File: src/rtl/div_unit_pkg.sv
// Shared CPU package: divider FSM states and iteration constants.
// Also used by the control unit for its DivCtrl wait states.
package div_unit_pkg;

  localparam int DIV_ITER  = 32;
  localparam int DIV_CNT_W = 6;

  typedef enum logic [1:0] {
    IDLE = 2'd0,
    CALC = 2'd1,
    FIX  = 2'd2
  } div_state_e;

endpackage

File: src/rtl/div_unit.sv
// Multi-cycle signed restoring divider for DIV.
// Remainder drives HI, quotient drives LO.
module div_unit
  import div_unit_pkg::*;
#(
  parameter int WIDTH = 32
) (
  input  logic             clock,
  input  logic             reset,
  input  logic             start,
  input  logic [WIDTH-1:0] a,
  input  logic [WIDTH-1:0] b,
  output logic             busy,
  output logic             done,
  output logic             div_zero,
  output logic [WIDTH-1:0] hi,
  output logic [WIDTH-1:0] lo
);

  div_state_e             state_q, state_d;
  logic [DIV_CNT_W-1:0]   cnt_q, cnt_d;
  logic [WIDTH-1:0]       rem_q, rem_d;
  logic [WIDTH-1:0]       dvd_q, dvd_d;
  logic [WIDTH-1:0]       dvs_q, dvs_d;
  logic                   sq_q, sq_d;
  logic                   sr_q, sr_d;
  logic [WIDTH-1:0]       hi_q, hi_d;
  logic [WIDTH-1:0]       lo_q, lo_d;
  logic                   done_q, done_d;
  logic                   dz_q, dz_d;

  logic [WIDTH:0]         rem_sh;
  logic [WIDTH:0]         trial;
  logic [WIDTH-1:0]       a_mag;
  logic [WIDTH-1:0]       b_mag;

  // Magnitudes are unsigned, so the most negative value maps to itself
  assign a_mag = a[WIDTH-1] ? -a : a;
  assign b_mag = b[WIDTH-1] ? -b : b;

  always_ff @(posedge clock or posedge reset) begin
    if (reset) begin
      state_q <= IDLE;
      cnt_q   <= '0;
      rem_q   <= '0;
      dvd_q   <= '0;
      dvs_q   <= '0;
      sq_q    <= 1'b0;
      sr_q    <= 1'b0;
      hi_q    <= '0;
      lo_q    <= '0;
      done_q  <= 1'b0;
      dz_q    <= 1'b0;
    end else begin
      state_q <= state_d;
      cnt_q   <= cnt_d;
      rem_q   <= rem_d;
      dvd_q   <= dvd_d;
      dvs_q   <= dvs_d;
      sq_q    <= sq_d;
      sr_q    <= sr_d;
      hi_q    <= hi_d;
      lo_q    <= lo_d;
      done_q  <= done_d;
      dz_q    <= dz_d;
    end
  end

  always_comb begin
    state_d = state_q;
    cnt_d   = cnt_q;
    rem_d   = rem_q;
    dvd_d   = dvd_q;
    dvs_d   = dvs_q;
    sq_d    = sq_q;
    sr_d    = sr_q;
    hi_d    = hi_q;
    lo_d    = lo_q;
    done_d  = 1'b0;
    dz_d    = 1'b0;
    rem_sh  = {rem_q, dvd_q[WIDTH-1]};
    trial   = rem_sh - {1'b0, dvs_q};
    unique case (state_q)
      IDLE: begin
        if (start) begin
          if (b == '0) begin
            dz_d = 1'b1;
          end else begin
            sq_d    = a[WIDTH-1] ^ b[WIDTH-1];
            sr_d    = a[WIDTH-1];
            dvd_d   = a_mag;
            dvs_d   = b_mag;
            rem_d   = '0;
            cnt_d   = '0;
            state_d = CALC;
          end
        end
      end
      CALC: begin
        // Dividend shifts out the top while quotient bits fill the bottom
        if (!trial[WIDTH]) begin
          rem_d = trial[WIDTH-1:0];
        end else begin
          rem_d = rem_sh[WIDTH-1:0];
        end
        dvd_d = {dvd_q[WIDTH-2:0], ~trial[WIDTH]};
        cnt_d = cnt_q + 1'b1;
        if (cnt_q == DIV_CNT_W'(DIV_ITER - 1)) begin
          state_d = FIX;
        end
      end
      FIX: begin
        lo_d    = sq_q ? -dvd_q : dvd_q;
        hi_d    = sr_q ? -rem_q : rem_q;
        done_d  = 1'b1;
        cnt_d   = '0;
        state_d = IDLE;
      end
      default: begin
        state_d = IDLE;
        cnt_d   = '0;
      end
    endcase
  end

  assign busy     = (state_q != IDLE);
  assign done     = done_q;
  assign div_zero = dz_q;
  assign hi       = hi_q;
  assign lo       = lo_q;

endmodule

File: config.mk
export PLATFORM = sky130hd
export DESIGN_NAME = div_unit
export DESIGN_NICKNAME = d
export VERILOG_FILES = /design/src/rtl/div_unit_pkg.sv /design/src/rtl/div_unit.sv
export SDC_FILE = /design/constraint.sdc
export NUM_CORES = 1
export LEC_CHECK = 0
export CORE_MARGIN = 8
export CORE_UTILIZATION = 33
export DETAILED_ROUTE_END_ITERATION = 6
export GPL_TIMING_DRIVEN = 0
export PLACE_DENSITY_LB_ADDON = 0.05
export SLEW_MARGIN = 10
export SYNTH_ARGS = -nofsm -noshare
export SYNTH_HDL_FRONTEND = slang
export SYNTH_SLANG_ARGS = --single-unit
File: constraint.sdc
create_clock -name clock -period 14.77 [get_ports clock]
set_clock_uncertainty 0.05 [all_clocks]
set_input_delay 2.954 -clock clock [delete_from_list [all_inputs] [get_ports clock]]
set_output_delay 2.954 -clock clock [all_outputs]
set_load 0.02 [all_outputs]
; Word level (Yosys, flattened, before mapping)
; Cells that the tools add are included.
[totals]
out_inout_bits = 67
elab_cells = 56
regBits = 172
inputBits = 67
[op_classes]
n_addsub = 6
bitwise = 3
muxes = 22
n_reduce_logical = 8
n_eq_ne = 6
[op_table]
columns = op, count
row1 = $mux W32, 9
row2 = $neg A32 Y32, 4
row3 = $pmux W32 S2, 2
row4 = $sub A33 B32 Y33, 1
row5 = $logic_not A32 Y1, 1
row6 = $mux W6, 2
row7 = $pmux W6 S2, 1
row8 = $reduce_and A3 Y1, 3
row9 = $add A6 B1 Y6 const B, 1
row10 = $eq A6 B5 Y1 const B, 1
row11 = $mux W2, 3
row12 = $ne A2 B2 Y1 const B, 3
row13 = $mux W1, 4
row14 = $pmux W2 S2, 1
row15 = $reduce_bool A2 Y1, 2
row16 = $eq A2 B1 Y1 const B, 1
row17 = $eq A2 B2 Y1 const B, 1
row18 = $logic_not A2 Y1, 1
row19 = $not A1 Y1, 2
row20 = $reduce_and A2 Y1, 1
row21 = $xor A1 B1 Y1, 1

; Longest topological paths before layout
[depth]
word_depth = 5
ltp_mapped = 14
ltp_nobuf = 12

; Least setup slack after synthesis
; Ideal clock, no wire load.
[synth_timing]
path_kind = input port to flip-flop
startpoint = input port b[14]
endpoint = register dvd_q[31]
setup_time_ns = 0.126
t_arrival_ns = 5.585
path_buffers = 1
cell_stages = 10
required_ns = 14.594
slack_ns = 9.009
path_cell_list = or4_1 -> and4bb_1 -> nand3_1 -> or4_4 -> or4_4 -> a21oi_4 -> or2_2 -> buf_4 -> nor3_1 -> a221o_1
[synth_via]
elab_chain_cells = 3
[synth_lines]
columns = item, line
row1 = "start, declared", div_unit.sv:12  ; input logic [WIDTH-1:0] b,
row2 = $logic_not A32 Y1, div_unit.sv:86  ; if (b == '0) begin
row3 = $ne A2 B2 Y1 (no source line), -
row4 = $reduce_and A3 Y1 (no source line), -
row5 = "end signal, assigned", div_unit.sv:58  ; dvd_q <= dvd_d;
row6 = "end, declared", div_unit.sv:23  ; logic [WIDTH-1:0] dvd_q, dvd_d;
; Every way passes these cells.
; A chain may end at the register's enable or synchronous reset.

; Final worst setup path
[layout_timing]
startpoint = input port b[2]
endpoint = register dvd_q[24]
; The elaborated chain is that of the path after synthesis.

==> flow_summary.ini <==
[drt]
wirelength_mm = 34.37
initialDrtViolationCount = 545
antenna_left = 0
dr.pass1.iters = 5
vias = 9627
vias_per_cell = 5.014
wl_per_cell_um = 17.90
route.detailed.drc = 0

[clocking]
numCtsBuffers = 17
cts_sinks = 172
clk_pin_slew_worst_paths_ns = 0.07
clockBufferDepth = 2
htreeDepth = 4
cts_tree = yes
post_cts_buffers = 0
root_buffer = clkbuf_16
cts-resized-gates = 0
hold_buffers = 0
clock_latency_ns = 0.44

[synthesis]
synth-edff-count = 0
synth_area_leaders = dfrtp_1, o21ai_0, xor2_1
synth_top_area_share_pct = 38.85
synth_top_cell_by_area = dfrtp_1
synth_flop_cell = dfrtp_1
ys_warn_count = 0
syn-cell-area_um2 = 11080
synthArstFlopShare_pct = 100.0
ys_ff_latch = 172
synth_fp_nets = 1412
ys_seq_area_share_pct = 38.85
syn_inst = 1307
synth.most_common_cell = nand2_1
synth.avg_cell_area_um2 = 8.476
synthTopCellsByCount = nand2_1, o21ai_0, dfrtp_1, xor2_1, nor2_1
synth.distinct_cells = 57

[final_layout]
fillers = 3425
area_delta_synth_final_pct = 22.54
antenna_cells = 0
drive_gt1_share_pct = 4.076
multi_input_area_um2 = 6309
seqCellArea_um2 = 4304
post-route-util_pct = 40.79
layout.nets = 1564

[grt]
first_global_vias = 9656
track_usage_pct = 17.67
grt_pass1_wl_mm = 55.34
antenna_found_initial = 0
grt_overflow = 0
grt_max_degree = 109

[timing]
slew_viol_final = 0
tns_ns = 0
post-route-period-util_pct = 44.09
worst_slew_pin_slew_ns = 0.8698
relSlewSlack_pct = 41.48
post-route-min-period_ns = 6.511
fmaxAchievable_mhz = 153.6
rsz0062_at_grt = no
hold_viol = 0
setup_violations = 0

[power]
peakVddDrop_uv = 104.7
p_leak_nw = 5.659
power.total_w = 0.002875
power_density_nw_per_um2 = 211.8

[floorplan]
core_area_um2 = 33280
rows = 67
io_pins = 134
design.die.area_um2 = 39690
start_util_pct = 33.29
die_h_um = 199.2
fp.dieW_um = 199.2

[placement]
port_buffers = 132
hpwl_mm = 27.49
globalplace.congestion = 0.8881

[worst_setup_path]
start_kind = input pin
crit_path_end_kind = flip-flop
cp.arrival_ns = 6.79
cp_max_fo = 10
reg2reg_depth = 12
worst_ep_required_time_ns = 15.05
critPathKind = in -> reg

[flow_run]
maxCapViolCount = 0

[min_path]
min_path_cells = 2
min_path_type = reg -> reg

[outcome]
outcome = complete, no violations
==> through the flow <==
stage / hold slack, ns / area, µm² / std cells / setup slack, ns
floorplan: 0.3998 / 11080 / 1307 / 7.106
CTS: 0.4381 / 13580 / 1920 / 8.261
finish: 0.4299 / 13580 / 1920 / 8.259
global placement: 0.4148 / 12960 / 1887 / 4.343
detailed placement: 0.4198 / 13000 / 1888 / 7.795
global route: 0.4531 / 13580 / 1920 / 7.925
==> metal layers <==
metal | routed length (µm) | global-route usage [%] | vias up | part of all wire, %
li1 | - | - | 4906 | -
met1 | 18360 | 26.39 | 4558 | 53
met2 | 14540 | 26.57 | 144 | 42
met4 | 304 | 3.404 | 0 | 0.88
met3 | 1171 | 2.745 | 19 | 3.4
met5 | 0 | 0 | - | 0
==> sequential cells by signal, indices dropped and copies added, names as in the netlist <==
signal    cells
rem_q        32
sq_q          1
sr_q          1
dvs_q        32
hi           32
dvd_q        32
done          1
state_q       2
div_zero      1
lo           32
cnt_q         6
==> worst max-delay path: stages <==
cell and delay, ns:
clkdlybuf4s50_1 0.48, or3_1 0.41, nor3b_1 0.60, nand3_1 0.22, or4_4 0.49, or4_4 0.46
nand3_1 0.43, buf_2 0.36, inv_1 0.15, o21ai_0 0.16, nand2_1 0.06
==> area by class of cell <==
| class | instances | area share (%) |
|---|---|---|
| Buffer | 66 | 2.101 |
| Multi-Input combinational cell | 1021 | 46.47 |
| Tap cell | 448 | 4.129 |
| Timing Repair Buffer | 133 | 9.935 |
| Sequential cell | 172 | 31.71 |
| Inverter | 48 | 1.382 |
| Clock buffer | 18 | 3.161 |
| Clock inverter | 14 | 1.115 |
==> where the power goes <==
group          internal (W)  switching [W]
clock              0.000226       0.000221
sequential         0.000635       0.000219
combinational      0.000675       0.000901
==> cell families (layout without fill, tap and decap cells) <==
logic type                 count (synthesis)  after routing  share of synthesized area [%]
AOI/OAI and AO/OA                        382            382                          20.51
xor gates and xnor gates                 149            149                          11.78
adders and majority gates                 38             38                          4.360
buffers and inverters                    114            279                          4.202
DFF                                      172            172                          38.85
muxes                                     32             32                          2.903
and+or+nand+nor                          420            420                          17.39
==> layout by cell type, fill, tap and decap left out, types with 6 or more instances in the layout <==
| master | instances |
|---|---|
| and3_1 | 8 |
| dfrtp_1 | 172 |
| nand3_1 | 17 |
| o31ai_1 | 33 |
| clkdlybuf4s50_1 | 132 |
| nor4_1 | 10 |
| clkbuf_16 | 17 |
| o41ai_1 | 19 |
| buf_2 | 6 |
| a21oi_1 | 71 |
| nand4_1 | 11 |
| o22ai_1 | 6 |
| nor2b_1 | 7 |
| nand2_1 | 196 |
| or3_1 | 19 |
| o21ai_0 | 184 |
| clkbuf_1 | 48 |
| or4_1 | 13 |
| xor2_1 | 93 |
| or2_2 | 7 |
| inv_1 | 47 |
| nor2_1 | 86 |
| a21o_1 | 15 |
| buf_4 | 8 |
| nor3_1 | 16 |
| xnor2_1 | 56 |
| mux2i_1 | 31 |
| ha_1 | 37 |
| o211ai_1 | 7 |
| nand2b_1 | 18 |
==> path summary, 6_finish.rpt <==
check                      startpoint         to  slack, ns
min reg2reg                     hi[0]      hi[0]       0.43
max reg2reg                 rem_q[18]  rem_q[27]      10.15
min                             hi[0]      hi[0]       0.43
max in group asynchronous       reset  rem_q[10]      10.80
max                              b[2]  dvd_q[24]       8.26
min in group asynchronous       reset     hi[12]       2.88
Note: power is estimated with default switching activity, not from simulation.
